--- config.mk ---
export PLATFORM = sky130hd
export DESIGN_NAME = delay_scan_sequencer
export DESIGN_NICKNAME = d
export VERILOG_FILES = /design/src/rtl/delay_scan_sequencer.sv
export SDC_FILE = /design/constraint.sdc
export NUM_CORES = 1
export LEC_CHECK = 0
export CAP_MARGIN = 15
export CORE_ASPECT_RATIO = 0.5
export CORE_MARGIN = 1
export CORE_UTILIZATION = 30
export CTS_CLUSTER_DIAMETER = 200
export DETAILED_ROUTE_END_ITERATION = 12
export DONT_BUFFER_PORTS = 1
export SLEW_MARGIN = 40
export SYNTH_ARGS = -nofsm -noshare
export SYNTH_HDL_FRONTEND = slang
export SYNTH_SLANG_ARGS = --single-unit
--- constraint.sdc ---
create_clock -name clk160 -period 4.36 [get_ports clk160]
set_input_delay 1.308 -clock clk160 [delete_from_list [all_inputs] [get_ports clk160]]
set_output_delay 1.308 -clock clk160 [all_outputs]
set_load 0.01 [all_outputs]
--- src/rtl/delay_scan_sequencer.sv ---
// Automatic eye-scan controller: per masked link, sweeps the manual input delay,
// measures bit-align errors at each point and applies the centre of the widest clean window.
module delay_scan_sequencer #(
  parameter int NLINKS        = 12,
  parameter int STEP          = 8,
  parameter int DELAY_MAX     = 511,
  parameter int SETTLE_CYCLES = 16,
  parameter int DWELL_CYCLES  = 1024,
  parameter int RDY_TIMEOUT   = 4096,
  parameter int ERR_THRESH    = 0
) (
  input  logic                   clk160,
  input  logic                   IPIF_bus2ip_resetn,
  input  logic                   start,
  input  logic                   abort,
  input  logic [NLINKS-1:0]      link_mask,
  input  logic [NLINKS-1:0]      delay_ready,
  input  logic [NLINKS-1:0]      waiting_for_transitions,
  input  logic [NLINKS-1:0][15:0] bit_align_errors,
  output logic [NLINKS-1:0][8:0] scan_delay_in,
  output logic [NLINKS-1:0]      scan_delay_set,
  output logic [NLINKS-1:0]      scan_reset_counters,
  output logic                   busy,
  output logic                   done,
  output logic [NLINKS-1:0][8:0] result_delay,
  output logic [NLINKS-1:0][8:0] result_width,
  output logic [NLINKS-1:0]      result_valid,
  output logic [NLINKS-1:0]      scan_fail
);

  localparam int CNT_A   = (RDY_TIMEOUT > DWELL_CYCLES) ? RDY_TIMEOUT : DWELL_CYCLES;
  localparam int CNT_MAX = (CNT_A > SETTLE_CYCLES) ? CNT_A : SETTLE_CYCLES;
  localparam int CW      = $clog2(CNT_MAX + 1);
  localparam int LW      = (NLINKS > 1) ? $clog2(NLINKS) : 1;

  typedef enum logic [3:0] {
    S_IDLE, S_NEXT_LINK, S_APPLY, S_SET, S_SETTLE, S_WAIT_RDY, S_CLR, S_DWELL,
    S_SAMPLE, S_FINAL_APPLY, S_FINAL_SET, S_FINAL_SETTLE, S_FINAL_WAIT, S_DONE
  } state_t;

  state_t                  state_q;
  logic [NLINKS-1:0]       pending_q;
  logic [LW-1:0]           link_q;
  logic [9:0]              d_q;
  logic [CW-1:0]           cnt_q;
  logic [8:0]              run_start_q, best_start_q;
  logic [9:0]              run_len_q, best_len_q;
  logic [NLINKS-1:0][8:0]  delay_in_q, res_delay_q, res_width_q;
  logic [NLINKS-1:0]       set_q, rstc_q, res_valid_q, fail_q;
  logic                    busy_q, done_q;

  logic                    pick_found;
  logic [LW-1:0]           pick_idx;
  logic                    good_pt, last_pt, close_run;
  logic [9:0]              d_next;
  logic [8:0]              run_start_d, best_start_d;
  logic [9:0]              run_len_d, best_len_d;
  logic [17:0]             span, centre_wide;
  logic [8:0]              centre;

  // Lowest pending link wins: scan from the top so the last hit is the lowest index.
  always_comb begin
    // NOTE: every combinational output gets a default first so no latch is inferred.
    pick_found = 1'b0;
    pick_idx   = '0;
    for (int i = NLINKS - 1; i >= 0; i--) begin
      if (pending_q[i]) begin
        pick_found = 1'b1;
        pick_idx   = LW'(i);
      end
    end
  end

  assign good_pt = (bit_align_errors[link_q] <= 16'(ERR_THRESH)) && !waiting_for_transitions[link_q];
  assign d_next  = d_q + 10'(STEP);
  assign last_pt = d_next > 10'(DELAY_MAX);

  // Eye trackers after folding in the current point; the last point also closes an open run.
  always_comb begin
    run_start_d  = run_start_q;
    run_len_d    = run_len_q;
    best_start_d = best_start_q;
    best_len_d   = best_len_q;
    close_run    = !good_pt || last_pt;
    if (good_pt) begin
      if (run_len_q == '0) run_start_d = d_q[8:0];
      run_len_d = run_len_q + 10'd1;
    end
    if (close_run && (run_len_d > best_len_q)) begin
      best_start_d = run_start_d;
      best_len_d   = run_len_d;
    end
    if (close_run) run_len_d = '0;
  end

  always_comb begin
    span        = 18'(best_len_q - 10'd1) * 18'(STEP);
    centre_wide = 18'(best_start_q) + (span >> 1);
    if (best_len_q == '0)                    centre = '0;
    else if (centre_wide > 18'(DELAY_MAX))   centre = 9'(DELAY_MAX);
    else                                     centre = centre_wide[8:0];
  end

  always_ff @(posedge clk160 or negedge IPIF_bus2ip_resetn) begin
    if (!IPIF_bus2ip_resetn) begin
      state_q      <= S_IDLE;
      pending_q    <= '0;
      link_q       <= '0;
      d_q          <= '0;
      cnt_q        <= '0;
      run_start_q  <= '0;
      run_len_q    <= '0;
      best_start_q <= '0;
      best_len_q   <= '0;
      delay_in_q   <= '0;
      set_q        <= '0;
      rstc_q       <= '0;
      busy_q       <= 1'b0;
      done_q       <= 1'b0;
      res_delay_q  <= '0;
      res_width_q  <= '0;
      res_valid_q  <= '0;
      fail_q       <= '0;
    end else begin
      // NOTE: state updates use non-blocking assignments so every register sees pre-edge values.
      done_q <= 1'b0;
      if (abort && (state_q != S_IDLE)) begin
        state_q <= S_IDLE;
        busy_q  <= 1'b0;
        set_q   <= '0;
        rstc_q  <= '0;
        cnt_q   <= '0;
      end else begin
        case (state_q)
          S_IDLE: if (start) begin
            pending_q   <= link_mask;
            res_valid_q <= '0;
            fail_q      <= '0;
            busy_q      <= 1'b1;
            state_q     <= S_NEXT_LINK;
          end
          S_NEXT_LINK: if (pick_found) begin
            link_q              <= pick_idx;
            pending_q[pick_idx] <= 1'b0;
            run_start_q         <= '0;
            run_len_q           <= '0;
            best_start_q        <= '0;
            best_len_q          <= '0;
            d_q                 <= '0;
            state_q             <= S_APPLY;
          end else begin
            state_q <= S_DONE;
          end
          S_APPLY: begin
            set_q[link_q]      <= 1'b0;
            delay_in_q[link_q] <= d_q[8:0];
            state_q            <= S_SET;
          end
          S_FINAL_APPLY: begin
            set_q[link_q]      <= 1'b0;
            delay_in_q[link_q] <= centre;
            if (best_len_q == '0) fail_q[link_q] <= 1'b1;
            state_q            <= S_FINAL_SET;
          end
          S_SET, S_FINAL_SET: begin
            set_q[link_q] <= 1'b1;
            cnt_q         <= '0;
            state_q       <= (state_q == S_SET) ? S_SETTLE : S_FINAL_SETTLE;
          end
          S_SETTLE, S_FINAL_SETTLE: begin
            if (cnt_q == CW'(SETTLE_CYCLES - 1)) begin
              cnt_q   <= '0;
              state_q <= (state_q == S_SETTLE) ? S_WAIT_RDY : S_FINAL_WAIT;
            end else begin
              cnt_q <= cnt_q + 1'b1;
            end
          end
          S_WAIT_RDY, S_FINAL_WAIT: begin
            if (delay_ready[link_q]) begin
              cnt_q <= '0;
              if (state_q == S_WAIT_RDY) begin
                rstc_q[link_q] <= 1'b1;
                state_q        <= S_CLR;
              end else begin
                res_delay_q[link_q] <= centre;
                res_width_q[link_q] <= best_len_q[8:0];
                res_valid_q[link_q] <= !fail_q[link_q];
                state_q             <= S_NEXT_LINK;
              end
            end else if (cnt_q == CW'(RDY_TIMEOUT - 1)) begin
              // Link never became ready: skip it with its results untouched.
              fail_q[link_q] <= 1'b1;
              set_q[link_q]  <= 1'b0;
              cnt_q          <= '0;
              state_q        <= S_NEXT_LINK;
            end else begin
              cnt_q <= cnt_q + 1'b1;
            end
          end
          S_CLR: begin
            if (cnt_q == CW'(1)) begin
              rstc_q[link_q] <= 1'b0;
              cnt_q          <= '0;
              state_q        <= S_DWELL;
            end else begin
              cnt_q <= cnt_q + 1'b1;
            end
          end
          S_DWELL: begin
            if (cnt_q == CW'(DWELL_CYCLES - 1)) begin
              cnt_q   <= '0;
              state_q <= S_SAMPLE;
            end else begin
              cnt_q <= cnt_q + 1'b1;
            end
          end
          S_SAMPLE: begin
            run_start_q  <= run_start_d;
            run_len_q    <= run_len_d;
            best_start_q <= best_start_d;
            best_len_q   <= best_len_d;
            if (last_pt) begin
              state_q <= S_FINAL_APPLY;
            end else begin
              d_q     <= d_next;
              state_q <= S_APPLY;
            end
          end
          S_DONE: begin
            done_q  <= 1'b1;
            busy_q  <= 1'b0;
            state_q <= S_IDLE;
          end
          default: state_q <= S_IDLE;
        endcase
      end
    end
  end

  assign scan_delay_in       = delay_in_q;
  assign scan_delay_set      = set_q;
  assign scan_reset_counters = rstc_q;
  assign busy                = busy_q;
  assign done                = done_q;
  assign result_delay        = res_delay_q;
  assign result_width        = res_width_q;
  assign result_valid        = res_valid_q;
  assign scan_fail           = fail_q;

endmodule

==> impl_results.md <==
- Run status: complete, but fails checks
- Failing checks: slew limit
- Worst clock skew: 0.04366 ns
- Longest Clk Path Bufs: 3
- Chip width: 362.7 um
- Leakage Power: 9.569 nW
- Clock network latency to the later pin of the worst-skew pair: 0.60 ns
- Simple-gate share of the synthesized area: 16.90%
- Type of the worst setup path: primary input to flop
- Final hold violation count: 0
- Synth Area in XOR/XNOR: 1.301%
- Global-route usage over all layers: 21.39%
- Number of flops mapped to enable cells by yosys: 0
- Highest Clock Rate: 234.0 MHz
- Mux share of post-synthesis cell area: 1.205%
- Share of the synthesized area in the top cell type: 57.95%
- CTS tree: built
- Share of the synthesized area in compound gates (AO/OA/AOI/OAI): 17.57%
- Final Wtd Congestion: 1.212
- Max-cap violation count: 0
- Largest voltage drop on the vdd net: 301.2 uV
- CP Capture Type: flop
- Crit-path max FO: 8
- Element type at the critical path start: primary input
- Syn Nets: 2281
- Number of buffers and inverters on the critical path: 1
- Part of the Yosys area used for sequential elements: 57.95%
- CORE AREA: 0.06368 mm2
- Routed length per instance: 24.67 um
- Register-to-register setup slack: 0.26 ns
- Avg Inst Size Synth: 9.644 um2
- Number of buffer cells added on primary ports: 0
- Worst min-delay path category: primary input to async pin
- Number of I/O pins: 606
- Synth Area in Adders: 1.641%
- Starting Density: 30.65%
- Combinational family with the most area after synthesis: compound AO/OA/AOI/OAI gates
- RSZ-0062 raised after global routing: true
- Worst path arrival time: 4.74 ns
- Maximum number of pins on one net before global-route repair: 453
- Total overflow reported by the global router: 0
- Library cell appearing most often on the critical path: a21o_1
- Antenna viol nets, final: 0
- Deepest level of the CTS H-tree: 2
- Family with the most delay on the worst path: compound AO/OA/AOI/OAI gates
- Final Setup Violations: 0
- Vertical extent of the die: 182.4 um
- Post-synth top area cell: dfrtp_1
- Area growth, synth to finish: 15.99%
- Power density over cell area: 533.6 mW/mm2
- Slowest stage delay, CP: 0.53 ns
- Share of post-route cells with drive strength above 1: 10.90%
- Num Clock Sinks: 452
- Final net count: 2290
- Cell at the slowest stage of the critical path: nor4_1
- TritonCTS buffer count: 44
- Flop and latch count out of synthesis: 452
- Number of standard cells in the layout, taps in and fillers out: 2952
- Leading post-synthesis cells by cell area: dfrtp_1 (58%), o21ai_0 (8.3%), nand2_1 (7.4%)
- Final WL: 72.82 mm
- Via count of the first global-routing pass: 14020
- Worst endpoint required time: 4.83 ns
- First-pass GRT wire length: 103.8 mm
- Cts-stage hold buffer count: 0
- Summed negative setup slack over all endpoints: 0 ns
- Std cell rows: 65
- DRC violations left: 0
- Area of the die: 0.06615 mm2
- Primary flip-flop cell chosen by synthesis mapping: dfrtp_1
- Number of antenna violations at the first check in global routing: 15
- HPWL after DPL: 53.93 mm
- Unique masters post-synth: 68
- Cells after DPL: 2845
- Minimum period implied by the final worst setup slack: 4.274 ns
- Clock-pin slew on the worst setup and hold paths: 0.06 ns
- Post-synthesis instance area: 0.01952 mm2
- Cell at the root of the clock tree: clkbuf_16
- Max Slew Vio Count: 254
- Fraction of registers with async set or reset after synthesis: 100.0%
- Warnings, synthesis: 0
- Post-route clock period utilization: 98.02%
- Worst path cell trace: nor4_1 > a41oi_1 > nor2_1 > o311a_1 > a311oi_4 > buf_12 > nor3_4 > xor2_1 > ha_1 > a21o_1 > a21o_1 > a21oi_2 > o211ai_1 > and3_1 > o32ai_4 > or2_4 > o21ai_1
- Detailed router's first-iteration violation count: 1254
- Worst max-slew margin expressed relative to the limit: -26.08%
- Gate Count Post-Synth: 2024
- Via-per-instance ratio: 5.188
- Detailed-router iteration count before antenna repair: 5
- Count of vias placed by the detailed router: 15316
- Transition time of the tightest slew-check pin: 1.891 ns
## synthesized netlist by cell type (4+ instances only)
master	number
a211oi_1	15
a21o_1	5
a21oi_1	120
a22o_1	19
a22oi_1	5
a31oi_1	23
a41oi_1	7
and2_1	6
and3_1	9
buf_2	17
buf_4	4
clkbuf_1	96
clkbuf_2	7
dfrtp_1	452
ha_1	24
inv_1	31
mux2i_1	10
mux4_2	6
nand2_1	385
nand2b_1	11
nand3_1	35
nand4_1	16
nor2_1	164
nor2b_1	12
nor3_1	27
nor4_1	48
o211ai_1	20
o21ai_0	322
o21ai_1	10
o22ai_1	8
o311ai_0	4
o31ai_1	17
or3_1	4
or4_1	9
xnor2_1	10
xor2_1	19
## layer usage
layer,share of wire (%),GRT usage (%)
met4,2.4,5.114
met2,45,32.31
met5,0.42,3.268
met3,5.9,5.122
met1,46,30.50
## sequential cells by signal, indices dropped and copies added, names as in the netlist, 13 cells and up
name	cells
cnt_q	13
result_delay	108
result_width	108
scan_delay_in	108
## worst register-to-register path: cells and delay by family, from the launching register on
family                   cells  cell delay [ns]
AO/OA/AOI/OAI                7             0.97
AND/OR/NAND/NOR              6             1.67
adder cells (fa/ha/maj)      1             0.27
flip-flops                   1             0.55
buffers and inverters        2             0.34
XOR/XNOR                     1             0.20
## metrics by stage
| step | hold WS (ns) | setup WS, ns | power, W | instance area [um2] | utilization [%] |
|---|---|---|---|---|---|
| 2_1_floorplan | 0.4545 | -0.3453 | 0.006908 | 19540 | - |
| 3_3_place_gp | 0.4822 | -0.5737 | 0.007812 | 20720 | 32.55 |
| 3_5_place_dp | 0.4842 | -0.6487 | 0.007858 | 20750 | 32.58 |
| 4_1_cts | 0.3868 | 0.009055 | 0.01198 | 22270 | 34.97 |
| 5_1_grt | 0.3876 | -0.1086 | 0.01266 | 22630 | 35.54 |
| 6_report | 0.4250 | 0.08623 | 0.01208 | 22640 | 35.56 |
## report_power, final
part	switching [W]	leakage, nW	internal (W)
logic	0.00164	2.72	0.000951
clock network	0.00178	0.731	0.00231
registers	0.000756	6.12	0.00464
total	0.00418	9.57	0.00791
## worst paths after layout
path | to | cells past startpoint | start
min | result_width[69]$_DFFE_PN0P_ | 0 | IPIF_bus2ip_resetn
max reg2reg | best_start_q[3]$_DFFE_PN0P_ | 17 | link_q[1]$_DFFE_PN0P_
min in group clk160 | run_start_q[2]$_DFFE_PN0P_ | 1 | run_start_q[2]$_DFFE_PN0P_
max | best_start_q[3]$_DFFE_PN0P_ | 17 | bit_align_errors[59]
min reg2reg | run_start_q[2]$_DFFE_PN0P_ | 1 | run_start_q[2]$_DFFE_PN0P_
max in group asynchronous | result_delay[99]$_DFFE_PN0P_ | 0 | IPIF_bus2ip_resetn
## layout by cell type (no fill, tap or decap), types with 30 or more instances in the layout
cell	instances
dfrtp_1	451
a21oi_1	118
nand3_1	33
inv_1	30
o21ai_0	314
nor4_1	41
nor2_1	160
buf_4	85
nand2_1	385
clkbuf_16	44
## what timing repair did
item | CTS | global route
setup buffers | 0 | 12
gates cloned | 0 | 1
gates resized for setup | 2 | 42
setup endpoints to repair | 19 | 19
pin swaps | 1 | 23
## cell type report
| type | count | area [um2] |
|---|---|---|
| Fill cell | 6377 | 41040 |
| Sequential cell | 452 | 11310 |
| Multi-Input combinational cell | 1412 | 7825 |
| Clock buffer | 57 | 1190 |
| Tap cell | 871 | 1090 |
| Timing Repair Buffer | 92 | 743.2 |
| Clock inverter | 21 | 325.3 |
| Inverter | 31 | 116.4 |
| Antenna cell | 16 | 40.04 |
## kinds of logic after synthesis
logic type,count (synthesis)
mux,16
simple gates,743
compound gates,598
buf+inv,161
flops,452
fa+ha+maj,25
xor+xnor,29
No activity file was read; power rests on OpenSTA's default activity.
